==> src/rtl/qmath_pkg.sv <==
`default_nettype none
// ============================================================================
//  Module      : qmath_pkg
//  Description : Shared fixed-point math definitions: default word format,
//                divider state encoding, saturation limits, counter sizing.
//  Revision    : 1.0  initial release
// ============================================================================
package qmath_pkg;

    localparam int N_DEFAULT = 32;
    localparam int Q_DEFAULT = 18;

    typedef enum logic [1:0] {
        IDLE = 2'd0,
        CALC = 2'd1,
        DONE = 2'd2
    } state_t;

    // Saturation limits for the default word width
    localparam logic [N_DEFAULT-1:0] QMAX = {1'b0, {(N_DEFAULT-1){1'b1}}};
    localparam logic [N_DEFAULT-1:0] QMIN = {1'b1, {(N_DEFAULT-1){1'b0}}};

    // Width of a counter that indexes every quotient bit
    function automatic int cnt_width(input int n, input int q);
        return $clog2(n + q);
    endfunction

    localparam int CNT_W = cnt_width(N_DEFAULT, Q_DEFAULT);

endpackage
`default_nettype wire

==> src/rtl/qabs.sv <==
`default_nettype none
// ============================================================================
//  Module      : qabs
//  Description : Combinational sign/magnitude split of a two's-complement
//                word. Returns {sign, N-bit unsigned magnitude}; the most
//                negative value maps to magnitude 2^(N-1).
//  Revision    : 1.0  initial release
// ============================================================================
module qabs
    import qmath_pkg::*;
#(
    parameter int N = N_DEFAULT
) (
    input  logic [N-1:0] i_value,
    output logic [N:0]   o_sign_mag
);

    logic w_sign;
    logic [N-1:0] w_neg;

    assign w_sign     = i_value[N-1];
    assign w_neg      = {N{1'b0}} - i_value;
    assign o_sign_mag = {w_sign, (w_sign ? w_neg : i_value)};

endmodule
`default_nettype wire

==> src/rtl/qdiv.sv <==
`default_nettype none
// ============================================================================
//  Module      : qdiv
//  Description : Sequential signed fixed-point divider (N-bit, Q fraction
//                bits). Sign-magnitude restoring division, one quotient bit
//                per clock, with overflow and divide-by-zero flags.
//                Optional macro QDIV_SATURATE_EN: saturate the result on
//                overflow / divide-by-zero instead of wrapping.
//  Revision    : 1.0  initial release
// ============================================================================
module qdiv
    import qmath_pkg::*;
#(
    parameter int N = N_DEFAULT,
    parameter int Q = Q_DEFAULT
) (
    input  logic         i_clk,
    input  logic         i_rst,
    input  logic         i_start,
    input  logic [N-1:0] i_dividend,
    input  logic [N-1:0] i_divisor,
    output logic [N-1:0] o_quotient,
    output logic         o_busy,
    output logic         o_done,
    output logic         o_ovr,
    output logic         o_div0
);

    localparam int c_w     = N + Q;
    localparam int c_cnt_w = cnt_width(N, Q);

`ifdef QDIV_SATURATE_EN
    localparam logic [N-1:0] c_qmax = (N == N_DEFAULT) ? N'(QMAX) : {1'b0, {(N-1){1'b1}}};
    localparam logic [N-1:0] c_qmin = (N == N_DEFAULT) ? N'(QMIN) : {1'b1, {(N-1){1'b0}}};
`endif

    state_t r_state;
    state_t w_next_state;

    logic [N:0]         w_abs_a;
    logic [N:0]         w_abs_b;
    logic               w_start_ok;
    logic               w_b_zero;
    logic [N-1:0]       w_div0_q;

    logic               r_sign;
    logic [N-1:0]       r_div;
    logic [N-1:0]       r_rem;
    logic [c_w-1:0]     r_shq;
    logic [c_cnt_w-1:0] r_cnt;
    logic [N-1:0]       r_quot;
    logic               r_ovr;
    logic               r_div0;

    logic [N:0]         w_rem_sh;
    logic [N:0]         w_trial;
    logic               w_qbit;
    logic [N-1:0]       w_rem_nx;
    logic [c_w-1:0]     w_mag;
    logic               w_last;
    logic               w_ovr;
    logic [N-1:0]       w_wrap;
    logic [N-1:0]       w_res;

    qabs #(.N(N)) u_abs_a (.i_value(i_dividend), .o_sign_mag(w_abs_a));
    qabs #(.N(N)) u_abs_b (.i_value(i_divisor),  .o_sign_mag(w_abs_b));

    assign w_start_ok = i_start && (r_state != CALC);
    assign w_b_zero   = (w_abs_b[N-1:0] == {N{1'b0}});

    // One restoring step: shift next numerator bit in, trial-subtract divisor.
    // The remainder stays below |b| <= 2^(N-1), so N bits hold it and the
    // shifted value fits N+1 bits.
    assign w_rem_sh = {r_rem, r_shq[c_w-1]};
    assign w_trial  = w_rem_sh - {1'b0, r_div};
    assign w_qbit   = ~w_trial[N];
    assign w_rem_nx = w_qbit ? w_trial[N-1:0] : w_rem_sh[N-1:0];
    assign w_mag    = {r_shq[c_w-2:0], w_qbit};
    assign w_last   = (r_state == CALC) && (r_cnt == {c_cnt_w{1'b0}});

`ifdef QDIV_SATURATE_EN
    assign w_div0_q = w_abs_a[N] ? c_qmin : c_qmax;
`else
    assign w_div0_q = {N{1'b0}};
`endif

    // Overflow detection and signed result formation from the final magnitude
    always_comb begin
        w_ovr  = (|w_mag[c_w-1:N]) |
                 (r_sign ? (w_mag[N-1] & (|w_mag[N-2:0])) : w_mag[N-1]);
        w_wrap = r_sign ? ({N{1'b0}} - w_mag[N-1:0]) : w_mag[N-1:0];
`ifdef QDIV_SATURATE_EN
        w_res  = w_ovr ? (r_sign ? c_qmin : c_qmax) : w_wrap;
`else
        w_res  = w_wrap;
`endif
    end

    // State register
    always_ff @(posedge i_clk) begin
        if (i_rst) begin
            r_state <= IDLE;
        end else begin
            r_state <= w_next_state;
        end
    end

    // Next-state logic; a zero divisor skips straight to DONE
    always_comb begin
        w_next_state = r_state;
        case (r_state)
            IDLE, DONE: begin
                if (i_start) begin
                    w_next_state = w_b_zero ? DONE : CALC;
                end else begin
                    w_next_state = IDLE;
                end
            end
            CALC: begin
                if (r_cnt == {c_cnt_w{1'b0}}) begin
                    w_next_state = DONE;
                end
            end
            default: w_next_state = IDLE;
        endcase
    end

    // Operand capture, iteration datapath and held result/flags
    always_ff @(posedge i_clk) begin
        if (i_rst) begin
            r_sign <= 1'b0;
            r_div  <= {N{1'b0}};
            r_rem  <= {N{1'b0}};
            r_shq  <= {c_w{1'b0}};
            r_cnt  <= {c_cnt_w{1'b0}};
            r_quot <= {N{1'b0}};
            r_ovr  <= 1'b0;
            r_div0 <= 1'b0;
        end else if (w_start_ok) begin
            r_sign <= w_abs_a[N] ^ w_abs_b[N];
            r_div  <= w_abs_b[N-1:0];
            r_rem  <= {N{1'b0}};
            r_shq  <= {w_abs_a[N-1:0], {Q{1'b0}}};
            r_cnt  <= c_cnt_w'(N + Q - 1);
            if (w_b_zero) begin
                r_quot <= w_div0_q;
                r_ovr  <= 1'b1;
                r_div0 <= 1'b1;
            end else begin
                r_ovr  <= 1'b0;
                r_div0 <= 1'b0;
            end
        end else if (r_state == CALC) begin
            r_rem <= w_rem_nx;
            r_shq <= w_mag;
            r_cnt <= r_cnt - c_cnt_w'(1);
            if (w_last) begin
                r_quot <= w_res;
                r_ovr  <= w_ovr;
            end
        end
    end

    assign o_quotient = r_quot;
    assign o_ovr      = r_ovr;
    assign o_div0     = r_div0;
    assign o_busy     = (r_state == CALC);
    assign o_done     = (r_state == DONE);

endmodule
`default_nettype wire

==> config.mk <==
export PLATFORM = sky130hd
export DESIGN_NAME = qdiv
export DESIGN_NICKNAME = d
export VERILOG_FILES = /design/src/rtl/qmath_pkg.sv /design/src/rtl/qabs.sv /design/src/rtl/qdiv.sv
export SDC_FILE = /design/constraint.sdc
export NUM_CORES = 1
export LEC_CHECK = 0
export CAP_MARGIN = 20
export CORE_UTILIZATION = 55
export CTS_CLUSTER_SIZE = 8
export DETAILED_ROUTE_END_ITERATION = 16
export PLACE_DENSITY = 0.74
export SYNTH_ARGS = -nofsm -noshare
export SYNTH_HDL_FRONTEND = slang
export SYNTH_SLANG_ARGS = --single-unit
==> constraint.sdc <==
create_clock -name i_clk -period 5.5 [get_ports i_clk]
set_input_delay 0.55 -clock i_clk [delete_from_list [all_inputs] [get_ports i_clk]]
set_output_delay 0.55 -clock i_clk [all_outputs]
set_load 0.01 [all_outputs]
==> flow_summary.ini <==
[sta]
hold_viol_final = 0
worst_pin_slew_ns = 0.971
finalSetupViolCount = 0
rsz0062_at_grt = no
skew_ns = 0.0127
period_minus_slack_ns = 4.45
drv_slew = 0
tns_ns = 0
fmax_mhz = 225
period_share_pct = 80.8
relSlewSlack_pct = 35.2

[finish]
fin_nets = 1481
syn_to_final_growth_pct = 16.2
layout_common_cells = dfxtp_1, nor2_1, nand2_1, a21oi_1, clkdlybuf4s50_1
final_cell_area_um2 = 11900
mostFrequentLayoutCell = dfxtp_1
fin_util_pct = 65.8
diodes = 0
drive_gt1_share_pct = 5.25

[synthesis]
async_reset_ff_share_pct = 0
yosysTopAreaCellShare_pct = 30.6
synth_seq_cells = 157
yosys-top-cells-area = dfxtp_1, a21oi_1, nor2_1
synthFlopType = dfxtp_1
synth_top_area_cell = dfxtp_1
synth-edff-count = 0
syn_area_um2 = 10300
synth.avg_cell_area_um2 = 7.72
yosysUniqueCellTypes = 63
ys.warnings.count = 0
synth_nets = 1436
syn-instance-count = 1332
seq_area_frac_synth_pct = 30.6

[global_routing]
antenna_found_initial = 0
grt_pass1_wl_um = 43400
grtUsageTotal_pct = 27.3
grt_max_degree = 102
gr-total-overflow = 0
grt_pass1_vias = 8677

[drt]
wire_per_inst_um = 16.2
vias = 9754
firstDrtPassIters = 13
wl_met2_um = 11700
wl_met3_um = 1370
drc = 1
wirelength_met1_um = 12800
drt_iter0_markers = 588
topRoutingLayerUsed = met4
viasPerCell = 6.02
ant_nets = 0
wirelength_um = 26100

[power_and_ir_drop]
totalPowerFinal_mw = 3.57
power.leakage_nw = 4.49
vdd_drop_max_mv = 0.252
cellPowerDensity_nw_per_um2 = 299

[outcome]
outcome = finished, violations left
violations = DRC

[cts]
cts_resized = 0
cts_tree = yes
clock-sinks = 157
clk_latency_ns = 0.44
clock_path_buffers = 2
clkTransAtPathRegs_ns = 0.07
cts_setup_buffers = 0
cts_hold_buf = 0
cts_buffers = 17
clock-root-buffer = clkbuf_16
h-tree-depth = 4

[critical_path]
timing.rr.start = r_div[24]
crit_path_start_kind = register
path_class = reg2reg
critPathArrivalTime_ns = 4.78
reg2reg_to = o_quotient[30]
ff2ff_setup_slack_ns = 1.05
slowest_stage = or4_1
worst_ep_required_time_ns = 5.84
end_kind = register
reg2reg_depth = 18
cpPeakStageDelay_ns = 0.52
path_cells = inv_1, ha_1, and3_1, nand4_1, a2111oi_0, o21ai_0, mux2i_1, nor2_4, inv_1, ha_1, nand2b_1, or4_1, nand2b_1, nand2b_1, nand2b_1, o31ai_1, xnor2_1, a22o_1
critical_path_peak_fanout = 6
crit_top_cell = nand2b_1

[min_path]
min_to = r_div[31]
min-delay-start = r_div[31]
min_path_cells = 2
min_path_type = reg2reg

[placed_design]
portBuffers = 102
place_area_um2 = 11300
gp_congestion = 0.913
hpwl_um = 18400

[floorplanning]
die_w_um = 139
num_rows = 49
die_h_um = 139
io_pins = 103
dieArea_um2 = 19200
initial_core_util_pct = 56.6
core_area_um2 = 18100

[run]
maxCapViolCount = 0
final cells by class:
cell class | instances | area (µm²)
timing repair buffer | 116 | 1120
multi-input combinational | 1033 | 6600
clock buffer | 17 | 425
fill | 1625 | 6200
inverter | 52 | 198
tap | 229 | 287
sequential | 157 | 3140
clock inverter | 15 | 170
worst max path at each step:
stage | from | end | slack (ns) | depth (start not counted)
6_report | r_div[24] | o_quotient[30] | 1.05 | 18
5_1_grt | r_shq[49] | o_quotient[26] | 0.66 | 19
4_1_cts | r_shq[49] | o_quotient[30] | 1.06 | 19
3_5_place_dp | r_shq[49] | o_quotient[30] | 1.08 | 19
3_3_place_gp | r_div[24] | o_quotient[30] | 1.18 | 18
2_1_floorplan | r_shq[49] | o_quotient[30] | 1.28 | 20
worst max-delay path: cells and delay by family (launching register included):
family | cells | cell delay, ns
AOI/OAI and AO/OA | 4 | 1.17
xor gates and xnor gates | 1 | 0.10
adders and majority gates | 2 | 0.54
buffers and inverters | 2 | 0.12
DFF | 1 | 0.33
muxes | 1 | 0.30
and+or+nand+nor | 8 | 1.79
per-stage QoR:
stage	setup slack, ns	std cells	hold slack (ns)
floorplan	1.28	1332	0.432
global placement	1.18	1586	0.443
detailed placement	1.08	1586	0.452
CTS	1.06	1618	0.459
global route	0.658	1619	0.492
finish	1.05	1619	0.461
layer usage:
metal | vias up | global-route usage, %
met3 | 25 | 3.49
met1 | 4545 | 39.3
met4 | 0 | 7.89
li1 | 4937 | -
met2 | 247 | 42.6
met5 | - | 0
flip-flops by register name (all words and copies together), names as in the netlist:
signal      cells
o_div0          1
o_ovr           1
o_quotient     32
r_cnt           6
r_div          32
r_rem          32
r_shq          50
r_sign          1
r_state         2
synth_stat cells (4+ instances only):
cell / instances
ha_1: 36
or4_1: 16
nor2b_1: 6
xor2_1: 63
xnor2_1: 53
and2_1: 8
a211oi_1: 78
a21o_1: 14
or3_1: 18
buf_1: 11
clkbuf_1: 76
nand2b_1: 19
and3_1: 10
nor2_1: 158
nor3_1: 19
nor4_1: 17
nand4_1: 15
nand4b_1: 4
a22o_1: 32
a31oi_1: 4
dfxtp_1: 157
mux2i_1: 20
o31ai_1: 24
o211ai_1: 12
inv_1: 51
a311oi_1: 5
a21oi_1: 121
nand3_1: 12
nand2_1: 121
o21a_1: 7
or2_2: 11
o21ai_0: 60
o22ai_1: 4
o41ai_1: 21
cell families (layout without fill, tap and decap cells):
kind of cell / count (synthesis) / in the layout / synth area share (%)
flops: 157 / 157 / 30.6
xor+xnor: 116 / 116 / 9.89
buf+inv: 142 / 200 / 5.41
simple gates: 450 / 450 / 20.9
fa+ha+maj: 37 / 37 / 4.58
mux: 22 / 22 / 2.17
compound gates: 408 / 408 / 26.5
report_power, final:
group	total, mW	internal (mW)	switching [mW]
Clock	1.17	0.611	0.561
Sequential	1.28	1.21	0.0644
Combinational	1.12	0.458	0.661
Note: power is estimated with default switching activity, not from simulation.
